<file path="src/rtl/aes_core_stub_responder.sv">
// Stand-in for the DRAM CIM AES core: answers the controller handshake with Din ^ key
// after fixed, parameterised key-load and encrypt latencies, and flags protocol misuse.
//
// state   | meaning
// IDLE    | no key loaded; only KDrdy is accepted
// KEYLOAD | key captured, counting down to the Kvld pulse
// READY   | key valid; EN or KDrdy accepted
// BUSY    | encrypt in progress, counting down to the Dvld pulse
module aes_core_stub_responder #(
  parameter int unsigned LATENCY     = 11,  // 1..255
  parameter int unsigned KEY_LATENCY = 4    // 1..255
) (
  input  logic         CLK,
  input  logic         RST,
  input  logic         RSTn,
  input  logic         EN,
  input  logic [127:0] Din,
  input  logic [127:0] Kin,
  input  logic         KDrdy,
  output logic [127:0] Dout,
  output logic         Dvld,
  output logic         Kvld,
  output logic         BSY,
  output logic         Trigger,
  output logic         ERR
);

  typedef enum logic [1:0] {
    IDLE    = 2'd0,
    KEYLOAD = 2'd1,
    READY   = 2'd2,
    BUSY    = 2'd3
  } state_t;

  // The counter is loaded with latency-1 so the pulse lands exactly LATENCY edges after accept.
  localparam logic [7:0] ENC_LOAD = 8'(LATENCY - 1);
  localparam logic [7:0] KEY_LOAD = 8'(KEY_LATENCY - 1);

  state_t       state, state_nxt;
  logic [7:0]   cnt, cnt_nxt;
  logic [127:0] key_reg, key_nxt;
  logic [127:0] din_reg, din_nxt;
  logic [127:0] dout_nxt;
  logic         dvld_nxt, kvld_nxt, bsy_nxt, trig_nxt, err_nxt;
  logic         rst_any;

  assign rst_any = RST | ~RSTn;

  always_ff @(posedge CLK) begin
    if (rst_any) begin
      state   <= IDLE;
      cnt     <= '0;
      key_reg <= '0;
      din_reg <= '0;
      Dout    <= '0;
      Dvld    <= 1'b0;
      Kvld    <= 1'b0;
      BSY     <= 1'b0;
      Trigger <= 1'b0;
      ERR     <= 1'b0;
    end else begin
      state   <= state_nxt;
      cnt     <= cnt_nxt;
      key_reg <= key_nxt;
      din_reg <= din_nxt;
      Dout    <= dout_nxt;
      Dvld    <= dvld_nxt;
      Kvld    <= kvld_nxt;
      BSY     <= bsy_nxt;
      Trigger <= trig_nxt;
      ERR     <= err_nxt;
    end
  end

  always_comb begin
    state_nxt = state;
    cnt_nxt   = cnt;
    key_nxt   = key_reg;
    din_nxt   = din_reg;
    dout_nxt  = Dout;
    dvld_nxt  = 1'b0;
    kvld_nxt  = 1'b0;
    bsy_nxt   = BSY;
    trig_nxt  = Trigger;
    err_nxt   = ERR;

    case (state)
      IDLE: begin
        if (KDrdy) begin
          key_nxt   = Kin;
          cnt_nxt   = KEY_LOAD;
          bsy_nxt   = 1'b1;
          state_nxt = KEYLOAD;
        end
        // Encrypt without a key is always a violation, even alongside a key load.
        if (EN) err_nxt = 1'b1;
      end

      READY: begin
        if (KDrdy) begin
          key_nxt   = Kin;
          cnt_nxt   = KEY_LOAD;
          bsy_nxt   = 1'b1;
          state_nxt = KEYLOAD;
          if (EN) err_nxt = 1'b1;
        end else if (EN) begin
          din_nxt   = Din;
          cnt_nxt   = ENC_LOAD;
          bsy_nxt   = 1'b1;
          trig_nxt  = 1'b1;
          state_nxt = BUSY;
        end
      end

      KEYLOAD: begin
        if (EN || KDrdy) err_nxt = 1'b1;
        if (cnt != 8'd0) begin
          cnt_nxt = cnt - 8'd1;
        end else begin
          kvld_nxt  = 1'b1;
          bsy_nxt   = 1'b0;
          state_nxt = READY;
        end
      end

      BUSY: begin
        if (EN || KDrdy) err_nxt = 1'b1;
        if (cnt != 8'd0) begin
          cnt_nxt = cnt - 8'd1;
        end else begin
          dout_nxt  = din_reg ^ key_reg;
          dvld_nxt  = 1'b1;
          bsy_nxt   = 1'b0;
          trig_nxt  = 1'b0;
          state_nxt = READY;
        end
      end

      default: state_nxt = IDLE;
    endcase
  end

endmodule

</file>
<file path="config.mk">
export PLATFORM = sky130hd
export DESIGN_NAME = aes_core_stub_responder
export DESIGN_NICKNAME = d
export VERILOG_FILES = /design/src/rtl/aes_core_stub_responder.sv
export SDC_FILE = /design/constraint.sdc
export NUM_CORES = 1
export LEC_CHECK = 0
export ABC_AREA = 1
export ABC_CLOCK_PERIOD_IN_PS = 2000
export CAP_MARGIN = 30
export CORE_ASPECT_RATIO = 0.5
export CORE_MARGIN = 3
export CORE_UTILIZATION = 45
export CTS_CLUSTER_DIAMETER = 80
export DETAILED_ROUTE_END_ITERATION = 8
export GPL_TIMING_DRIVEN = 0
export PLACE_DENSITY = 0.75
export SYNTH_ARGS = -nofsm -noshare
export SYNTH_HDL_FRONTEND = slang
export SYNTH_SLANG_ARGS = --single-unit
</file>
<file path="constraint.sdc">
create_clock -name CLK -period 2 [get_ports CLK]
set_input_delay 0.4 -clock CLK [delete_from_list [all_inputs] [get_ports CLK]]
set_output_delay 0.4 -clock CLK [all_outputs]
set_load 0.01 [all_outputs]
</file>
# After elaboration in Yosys (flattened, before gate mapping)
# Index checks and enable logic that the tools add are counted.
# word_totals
reg_bits	399
in_bits	261
output_inout_bits	133
wordCells	67
# op_classes
n_addsub	1
eq_ne	12
muxes	22
bitwise_logic	7
n_reduce_logical	15
# ops
cell	count
128-bit XOR	1
8-bit 2-to-1 mux	4
8-bit case mux with 3 select lines	1
2-bit inequality test (second input constant)	6
1-bit 2-to-1 mux	9
3-bit AND reduction	3
2-bit 2-to-1 mux	4
8-bit nonzero test	1
2-bit OR reduction	4
8-bit by 1-bit subtractor with 8-bit output (second input constant)	1
1-bit case mux with 3 select lines	2
2-bit case mux with 3 select lines	1
2-bit AND reduction	3
1-bit NOT	5
2-bit == test (second input constant)	2
2-bit by 1-bit inequality test with 1-bit output (second input constant)	2
4-bit AND reduction	1
3-bit inequality test (second input constant)	1
2-bit by 1-bit == test with 1-bit output (second input constant)	1
2-bit logical NOT	1
1-bit case mux with 2 select lines	1
2-bit nonzero test	1
1-bit logical OR	1
1-bit OR	1

# Logic depth before layout (Yosys ltp)
# logic_depth
ltp_word	4
depth_mapped	10
mapped_depth_nobuf	9

# Worst setup path before layout
# Ideal clock, no wire load.
# synth_path
path_type	reg-to-reg
startpoint	register cnt[0]
endpoint	register Dout[0]
setup_time_ns	0.116
arrival_time_ns	1.394
required_ns	1.884
slack_ns	0.491
stages_incl_launch_ff	10
n_path_buf	2
synth_period_minus_slack_ns	1.509
path_cell_list	dfxtp_1 inv_1 ha_1 nand3_1 nor2_4 nand2_4 buf_4 clkbuf_1 o21ai_0 nor2_1
# synth_via
elab_chain_len	3
# synth_rtl
item	line	text
from (decl)	40	logic [7:0] cnt, cnt_nxt;
from (signal assigned)	63	cnt <= cnt_nxt;
8-bit nonzero test	128	if (cnt != 8'd0) begin
1-bit NOT (no source line)	--	
2-bit AND reduction (no source line)	--	
to (signal assigned)	66	Dout <= dout_nxt;
to (decl)	20	output logic [127:0] Dout,
# No other way between the ends.
# A chain may end at the register's enable or synchronous reset.

# Final worst setup path
# layout_path
startpoint	register cnt[0]
endpoint	register Dout[21]
# The elaborated chain is that of the path after synthesis.

==> load_flow_metrics.sql <==
INSERT INTO impl_metrics (metric_group, metric, value, unit) VALUES
('status', 'run_status', 'complete, no violations', ''),
('drt', 'detailedRoute.firstPassIterationCount', '5', ''),
('global_routing', 'grt_pass1_vias', '13000', ''),
('synth', 'postSynthRegisterBits', '399', ''),
('placement', 'place_worst_setup_slack', '-0.725', 'ns'),
('floorplan', 'boundary_pin_count', '394', ''),
('worst_setup_path', 'worst_r2r_path_depth', '9', ''),
('timing', 'timing.final.hold_violations', '0', ''),
('placement', 'port_buffers', '393', ''),
('power', 'power.switching_fraction', '22.9', '%'),
('worst_setup_path', 'worst_setup_path_startpoint', 'cnt[0]$_SDFFE_PP0P_', ''),
('worst_setup_path', 'timing.critical_path.fanout_max', '10', ''),
('final_layout', 'final_layout_size_suffix_gt1_share', '6.21', '%'),
('clock_network', 'clk_pin_slew_worst_paths', '0.07', 'ns'),
('synth', 'ys_types', '28', ''),
('final_layout', 'final_cell_count_no_fill', '2805', ''),
('drt', 'detail_route.drc_violations', '0', ''),
('power', 'internal_power', '12.9', 'mW'),
('power', 'power_switching', '3.83', 'mW'),
('worst_setup_path', 'critPathRequiredTime', '2.41', 'ns'),
('power', 'pwr-share-seq', '48.9', '%'),
('synth', 'postSynthNetCount', '2176', ''),
('final_layout', 'synthToLayoutAreaGrowth', '38.1', '%'),
('floorplan', 'floorplan.initialDensity', '46.6', '%'),
('timing', 'final_min_period_over_clock_period', '95.7', '%'),
('clock_network', 'worst_skew_pair.late_latency', '0.53', 'ns'),
('global_routing', 'grt_start_max_net_pins', '17', ''),
('placement', 'cell_count_after_placement', '2738', ''),
('synth', 'synthesis.area_per_instance', '7.88', 'sq um'),
('timing', 'rsz0062_at_grt', 'yes', ''),
('synth', 'edff_count_synth', '0', ''),
('worst_setup_path', 'endpoint_kind', 'flip-flop', ''),
('synth', 'synth.most_common_cell', 'nor2_1', ''),
('clock_network', 'holdBufCountCts', '0', ''),
('drt', 'drt-wirelength-per-cell', '16.7', 'microns'),
('placement', 'detailed_place_hpwl', '34.8', 'mm'),
('placement', 'place_congestion', '0.887', ''),
('global_routing', 'antenna_found_initial', '6', ''),
('timing', 'hold-worst-slack', '0.450', 'ns'),
('clock_network', 'cts_root_buffer_type', 'clkbuf_16', ''),
('worst_setup_path', 'worstSetupEndpoint', 'Dout[21]$_SDFFE_PP0P_', ''),
('synth', 'post_synth_instance_area', '15100', 'sq um'),
('synth', 'synth_top_flop_cell', 'dfxtp_1', ''),
('clock_network', 'cts_buffers', '36', ''),
('synth', 'ranking_of_synthesized_cells_by_area', 'dfxtp_1 (53%), nor2_1 (20%), o21ai_0 (13%)', ''),
('timing', 'layout_setup_ws', '0.0865', 'ns'),
('power', 'power.density_cell_area', '805', 'nW/um^2'),
('final_layout', 'net_count_of_the_finished_layout', '2606', ''),
('global_routing', 'grt.total_usage', '25.3', '%'),
('drt', 'detail_route.vias_per_cell', '4.90', ''),
('timing', 'final-setup-viol-count', '0', ''),
('power', 'worst_ir_drop_vdd', '0.474', 'mV'),
('worst_setup_path', 'timing.reg2reg.setup_slack', '0.09', 'ns'),
('synth', 'synth_top_area_share', '53.0', '%'),
('synth', 'synth_commonest_cells', 'nor2_1 (786), dfxtp_1 (399), o21ai_0 (386), xor2_1 (128), clkbuf_1 (84)', ''),
('floorplan', 'die_width', '265', 'microns'),
('timing', 'final_total_negative_setup_slack', '0', 'ns'),
('clock_network', 'tritoncts', 'yes', ''),
('power', 'power_frac_comb', '8.7', '%'),
('worst_setup_path', 'crit_path_start_kind', 'flip-flop', ''),
('flow_run', 'maxCapViolCount', '0', ''),
('drt', 'detail_route.iter0.violations', '927', ''),
('drt', 'finalWirelength', '46.9', 'mm'),
('synth', 'cell_accounting_for_the_most_synthesized_area', 'dfxtp_1', ''),
('worst_setup_path', 'reg2reg_from', 'cnt[0]$_SDFFE_PP0P_', ''),
('floorplan', 'core_region_area', '32300', 'sq um'),
('drt', 'num_vias', '13700', ''),
('timing', 'post-route-min-period', '1.91', 'ns'),
('global_routing', 'grt_pass1_wl', '70.9', 'mm'),
('synth', 'yosysSeqAreaShare', '53.0', '%'),
('global_routing', 'grt_overflow_total', '0', '');
[metal layers]
metal | track usage (%) | vias to the layer above | part of all wire [%]
met5 | 0 | - | 0.043
met4 | 10.5 | 2 | 4.1
met3 | 4.25 | 104 | 4.4
met2 | 44.3 | 320 | 49
met1 | 31.2 | 6362 | 42
li1 | - | 6959 | -
[how the worst min path moves through the flow]
| stage | from | end | cells past startpoint |
|---|---|---|---|
| floorplan | cnt[7]$_SDFFE_PP0P_ | cnt[7]$_SDFFE_PP0P_ | 2 |
| global placement | cnt[7]$_SDFFE_PP0P_ | cnt[7]$_SDFFE_PP0P_ | 2 |
| detailed placement | BSY$_SDFFE_PP0P_ | BSY$_SDFFE_PP0P_ | 2 |
| CTS | Kin[21] | key_reg[21]$_SDFFE_PP0P_ | 3 |
| global route | Kin[120] | key_reg[120]$_SDFFE_PP0P_ | 3 |
| finish | Kin[61] | key_reg[61]$_SDFFE_PP0P_ | 3 |
[repair_timing]
action,CTS,global route
cloned,0,0
resized for setup,6,83
setup endpoints to repair,95,191
[cells by family (layout without fill, tap and decap cells)]
group	count (synthesis)	count (layout)	synth area share, %
other cells	0	5	0
buf+inv	149	604	4.92
xor+xnor	128	128	7.44
simple gates	836	836	21.2
flops	399	399	53.0
fa+ha+maj	2	2	0.166
compound gates	399	399	13.3
[critical path, stage by stage (launching register included)]
cell and delay, ns:
dfxtp_1 0.31, inv_1 0.14, ha_1 0.20, nand3_1 0.13
nor2_4 0.19, nand2_4 0.08, buf_4 0.21, buf_1 0.21
o21ai_0 0.26, nor2_1 0.07
[layout by cell type (no fill, tap or decap), drive strengths merged]
cell type,instances
a211oi,1
a21oi,8
buf,47
bufinv,4
clkbuf,126
clkdlybuf4s50,393
clkinv,9
clkinvlp,3
dfxtp,399
diode,5
ha,2
inv,22
nand2,32
nand3,10
nand4,4
nor2,789
nor3,1
o21ai,390
xor2,128
[metrics by stage]
stage	instance area (sq um)	util, %	total power, mW
detailed placement	19500	60.4	9.80
global route	20800	64.3	17.4
global placement	19500	60.4	9.78
finish	20800	64.3	16.7
floorplan	15100	-	8.99
CTS	20800	64.2	16.8
[power by group through the flow]
stage / Clock [mW] / Sequential (mW) / Combinational (mW)
after global routing: 7.56 / 8.20 / 1.61
after detailed placement: 0 / 8.36 / 1.43
final: 7.10 / 8.19 / 1.46
after CTS: 7.20 / 8.18 / 1.44
after floorplan: 0 / 8.35 / 0.641
after global placement: 0 / 8.36 / 1.42
[layout make-up]
type	count	area, sq um
timing repair buffer	393	3930
fill	2885	11500
clock inverter	17	200
antenna	5	12.5
clock buffer	46	1000
tap	432	541
inverter	21	78.8
multi-input combinational	1365	6340
sequential	399	7990
buffer	127	711
(Power assumes the default switching activity.)
